`config.mk`:
```
export PLATFORM = sky130hd
export DESIGN_NAME = pipe_reg_chain
export DESIGN_NICKNAME = d
export VERILOG_FILES = /design/src/rtl/sop_pkg.sv /design/src/rtl/pipe_stage.sv /design/src/rtl/pipe_reg_chain.sv
export SDC_FILE = /design/constraint.sdc
export NUM_CORES = 1
export LEC_CHECK = 0
export ABC_AREA = 0
export CAP_MARGIN = 10
export CORE_MARGIN = 10
export CORE_UTILIZATION = 48
export CTS_CLUSTER_DIAMETER = 80
export DETAILED_ROUTE_END_ITERATION = 10
export PLACE_DENSITY_LB_ADDON = 0.3
export SETUP_SLACK_MARGIN = 0.5
export SLEW_MARGIN = 40
export SYNTH_ARGS = -nofsm -noshare
export SYNTH_HDL_FRONTEND = slang
export SYNTH_SLANG_ARGS = --single-unit
```
`constraint.sdc`:
```
create_clock -name clk -period 3.3 [get_ports clk]
set_input_delay 0.495 -clock clk [delete_from_list [all_inputs] [get_ports clk]]
set_output_delay 0.495 -clock clk [all_outputs]
set_load 0.05 [all_outputs]
```
`src/rtl/sop_pkg.sv`:
```
// Shared constants and sizing helpers for the pipeline register chain.
package sop_pkg;

    localparam int DEPTH_MIN = 1;
    localparam int DEPTH_MAX = 16;

    // Width needed to count 0..depth valid stages.
    function automatic int occ_width(input int depth);
        return $clog2(depth + 1);
    endfunction

endpackage

```
`src/rtl/pipe_stage.sv`:
```
// One elastic pipeline stage: a valid bit and a data register with load/advance control.
module pipe_stage #(
    parameter int DATA_WIDTH = 4
) (
    input  logic                  clk,
    input  logic                  rst,
    input  logic                  i_clear,
    input  logic                  i_load,
    input  logic                  i_advance,
    input  logic [DATA_WIDTH-1:0] i_data,
    output logic                  o_valid,
    output logic [DATA_WIDTH-1:0] o_data
);

    logic                  r_valid;
    logic [DATA_WIDTH-1:0] r_data;

    // NOTE: state registers use non-blocking assignments so every stage samples
    // its neighbours' pre-edge values, whatever order the simulator runs them in.
    always_ff @(posedge clk) begin
        // NOTE: the data register is reset as well as the valid bit, so out_data
        // reads 0 after reset instead of a stale or unknown word.
        if (!rst) begin
            r_valid <= 1'b0;
            r_data  <= '0;
        end else begin
            if (i_clear)        r_valid <= 1'b0;
            else if (i_load)    r_valid <= 1'b1;
            else if (i_advance) r_valid <= 1'b0;

            if (i_load && !i_clear) r_data <= i_data;
        end
    end

    assign o_valid = r_valid;
    assign o_data  = r_data;

endmodule

```
`src/rtl/pipe_reg_chain.sv`:
```
// Bubble-collapsing valid/ready register chain of DEPTH stages with flush and occupancy.
module pipe_reg_chain
    import sop_pkg::*;
#(
    parameter int DATA_WIDTH = 4,
    parameter int DEPTH      = 3
) (
    input  logic                         clk,
    input  logic                         rst,
    input  logic                         flush,
    input  logic                         in_valid,
    input  logic [DATA_WIDTH-1:0]        in_data,
    output logic                         in_ready,
    output logic                         out_valid,
    output logic [DATA_WIDTH-1:0]        out_data,
    input  logic                         out_ready,
    output logic [occ_width(DEPTH)-1:0]  occupancy
);

    localparam int OCC_W = occ_width(DEPTH);

    logic [DEPTH-1:0]      w_valid;
    logic [DEPTH-1:0]      w_adv;
    logic [DEPTH-1:0]      w_load;
    logic [DATA_WIDTH-1:0] w_data [DEPTH];
    logic [DATA_WIDTH-1:0] w_din  [DEPTH];

    // A stage advances when it is valid and some stage downstream of it is empty
    // or the tail is draining; this is the unrolled form of "next empty or advancing".
    always_comb begin
        logic room;
        // NOTE: every combinational output gets a default before the loop so no
        // path leaves a bit unassigned, which would infer a latch.
        w_adv = '0;
        room  = out_ready;
        for (int k = DEPTH - 1; k >= 0; k--) begin
            w_adv[k] = w_valid[k] & room;
            room     = room | ~w_valid[k];
        end
    end

    assign in_ready = rst & ~flush & (~w_valid[0] | w_adv[0]);

    for (genvar k = 0; k < DEPTH; k++) begin : g_stage
        if (k == 0) begin : g_head
            assign w_load[k] = in_valid & in_ready;
            assign w_din[k]  = in_data;
        end else begin : g_body
            assign w_load[k] = w_adv[k-1];
            assign w_din[k]  = w_data[k-1];
        end

        pipe_stage #(
            .DATA_WIDTH (DATA_WIDTH)
        ) u_stage (
            .clk       (clk),
            .rst       (rst),
            .i_clear   (flush),
            .i_load    (w_load[k]),
            .i_advance (w_adv[k]),
            .i_data    (w_din[k]),
            .o_valid   (w_valid[k]),
            .o_data    (w_data[k])
        );
    end

    always_comb begin
        occupancy = '0;
        for (int k = 0; k < DEPTH; k++) begin
            occupancy = occupancy + OCC_W'(w_valid[k]);
        end
    end

    assign out_valid = w_valid[DEPTH-1];
    assign out_data  = w_data[DEPTH-1];

endmodule
```
==> flow_metrics.tcl <==
set metrics [dict create \
    design.die.area_um2 3147 \
    run_status "complete, no violations" \
    ys_seq_elements 15 \
    dp_hpwl_um 991.2 \
    clk-insertion-delay-late_ps 280 \
    worst_clock_skew_ps 1.812 \
    drt_wl_total_um 1205 \
    timing.hold.worst_endpoint "g_stage[1].u_stage.o_data[0]" \
    met2_usage_pct 12.44 \
    timing.slew.headroom_pct 66.25 \
    setup.worst_path.start "flush" \
    floorplan.die.width_um 56.10 \
    highest_clock_rate_ghz 0.3791 \
    power.switching_uw 76.39 \
    seq_area_frac_synth_pct 48.00 \
    placedInstanceArea_um2 807.0 \
    ff2ff_path_depth 3 \
    grt_overflow 0 \
    powerDensity_nw_per_um2 388.4 \
    hold_fails_final_rpt 0 \
    detail_route.first_pass.iterations 4 \
    antenna_found_initial 0 \
    cts_sinks 15 \
    grt_use_met3_pct 4.784 \
    gp_weighted_congestion 0.7827 \
    syn_avg_cell_area_um2 9.625 \
    r2r_start "g_stage[2].u_stage.o_valid" \
    critPathKind "in -> out" \
    routed_via_density 4.879 \
    synth_area_um2 625.6 \
    remaining_drc_errors 0 \
    power_leakage_nw 0.3321 \
    endpoint_kind "primary output" \
    clock_pin_slew_on_the_worst_setup_and_hold_paths_ps 90 \
    ff2ff_setup_slack_ps 1930 \
    count_of_final_max_slew_check_failures 0 \
    internal_power_uw 247.7 \
    syn_to_final_growth_pct 33.40 \
    final.setup.tns_ps 0 \
    timing.final.setup_violations 0 \
    final_layout_size_suffix_gt1_share_pct 9.412 \
    post_cts.repair.setup_buffers 0 \
    antenna_violating_nets_post_route 0 \
    worst_hold_startpoint "g_stage[1].u_stage.o_data[0]" \
    cts-htree-levels 1 \
    grt_pass1_vias 487 \
    synth_cells 65 \
    fp.dieH_um 56.10 \
    worstHoldPathCells 2 \
    grt.met1_usage_pct 8.281 \
    vdd_drop_max_uv 282.0 \
    cap_violations 0 \
    power.share.switching_pct 23.57 \
    insertedDiodeCount 0 \
    worst_r2r_endpoint "g_stage[1].u_stage.o_data[2]" \
    total_power_uw 324.1 \
    fillerInstances 113 \
    sequential_power_share_pct 57.6 \
    grt_util_all_layers_pct 7.748 \
    critical_path_peak_fanout 5 \
    cts.root.buffer_cell "clkbuf_4" \
    design_area_um2 834.6 \
    synth.yosys.warnings 0 \
    fin_nets 96 \
    layout_worst_path_cycle_share_pct 79.92 \
    fraction_of_power_consumed_by_the_clock_network_pct 31.8 \
    fp-row-count 12 \
    placement.io_buffers 16 \
    clock_tree.buffer_depth 2 \
    hold_buffers 0 \
    post_cts_resize_count 0 \
    worst-slew-pin-transition_ps 504.7 \
    globalRoute.busiestLayer "met2" \
    grt_first_pass_wirelength_um 2042 \
    worst_ep_required_time_ps 2800 \
    finalWorstPathRequiredPeriod_ps 2638 \
    number_of_buffers_inserted_during_clock_tree_synthesis 3 \
    vias 483 \
    whs_ps 466.2 \
    rsz0062_at_grt "false" \
    core_um2 1171 \
    cts_tree "done" \
    comb_pwr_share_pct 10.6 \
    synthesis.nets 75 \
    synth_cell_type_count 17 \
    critical_path_arrival_ps 2140 \
    grt_start_max_net_pins 13 \
    route.detailed.wl_per_inst_um 12.17 \
    boundaryPins 17 \
    drt-initial-drc-count 9 \
    worst_hold_path_type "reg -> reg" \
    post-route-util_pct 71.26 \
    start_util_pct 53.42 \
    start_kind "input port" \
]
worst max-delay path by stage:
stage | end | slack [ps]
after floorplan | in_ready | 1360
after global placement | in_ready | 680
after detailed placement | in_ready | 650
after CTS | in_ready | 650
after global routing | in_ready | 580
final | in_ready | 660
synthesized netlist by cell type, drive strengths merged:
cell type / count / area, µm²
a21boi: 4 / 30.03
nor3b: 1 / 18.77
inv: 5 / 18.77
nand3: 4 / 20.02
mux2i: 8 / 80.08
a211o: 1 / 10.01
nor2: 6 / 22.52
o21ai: 4 / 20.02
nand2b: 2 / 12.51
clkbuf: 1 / 3.750
and4b: 1 / 13.76
fa: 1 / 20.02
a21oi: 1 / 5.000
dfxtp: 15 / 300.3
nand2: 8 / 30.03
nor2b: 2 / 12.51
or2b: 1 / 7.510
state kept, by name, summed over array words and instances, names as in the netlist:
| register | count |
|---|---|
| g_stage.u_stage.o_data | 12 |
| g_stage.u_stage.o_valid | 3 |
per-layer routing:
layer,wire (µm),vias to the layer above
met5,0,-
met4,0,0
met3,77,0
met2,571,13
met1,555,212
li1,-,258
critical path: stages:
cell and delay (ps):
clkdlybuf4s50_1 440, nand2b_1 250, nor2_1 140, clkdlybuf4s50_1 810
placed cells by master (no fill, tap or decap):
cell type | netlist | final
clkbuf_4 | 0 | 3
mux2i_1 | 8 | 8
clkinv_2 | 0 | 1
and4b_4 | 1 | 1
a21oi_1 | 1 | 1
nand2_1 | 8 | 8
o21ai_0 | 4 | 4
inv_1 | 5 | 5
nor3b_4 | 1 | 1
a211o_2 | 1 | 1
dfxtp_1 | 15 | 15
fa_1 | 1 | 1
nor2_1 | 6 | 6
clkdlybuf4s50_1 | 0 | 16
or2b_1 | 1 | 1
buf_4 | 0 | 1
nand3_1 | 4 | 4
a21boi_0 | 4 | 4
nand2b_1 | 2 | 2
nor2b_1 | 2 | 2
stage by stage:
stage	cells	worst slack, ps
after global routing	99	578.8
after floorplan	65	1365
after global placement	95	684.2
after CTS	99	650.2
final	99	662.5
after detailed placement	95	654.1
cell type report:
class	instances	area [µm²]	share of cell area, %
Timing Repair Buffer	17	167.7	20.09
Multi-Input combinational cell	44	302.8	36.28
Clock buffer	3	22.52	2.699
Inverter	5	18.77	2.249
Clock inverter	1	5.005	0.5997
Sequential cell	15	300.3	35.98
Tap cell	14	17.52	2.099
kinds of logic (layout without fill, tap and decap cells):
logic type / count (synthesis) / in the layout / synth area share [%]
AOI/OAI and AO/OA: 10 / 10 / 10.40
adders and majority gates: 1 / 1 / 3.200
buffers and inverters: 6 / 26 / 3.600
DFF: 15 / 15 / 48.00
muxes: 8 / 8 / 12.80
and+or+nand+nor: 25 / 25 / 22.00
power groups by stage:
stage                     logic [mW]  clock network, mW  registers, mW
after floorplan               0.0184                  0          0.191
after global placement        0.0336                  0          0.191
after detailed placement      0.0345                  0          0.191
after CTS                     0.0346              0.107          0.187
after global routing          0.0370              0.117          0.187
final                         0.0343              0.103          0.187
Note: power is estimated with default switching activity, not from simulation.
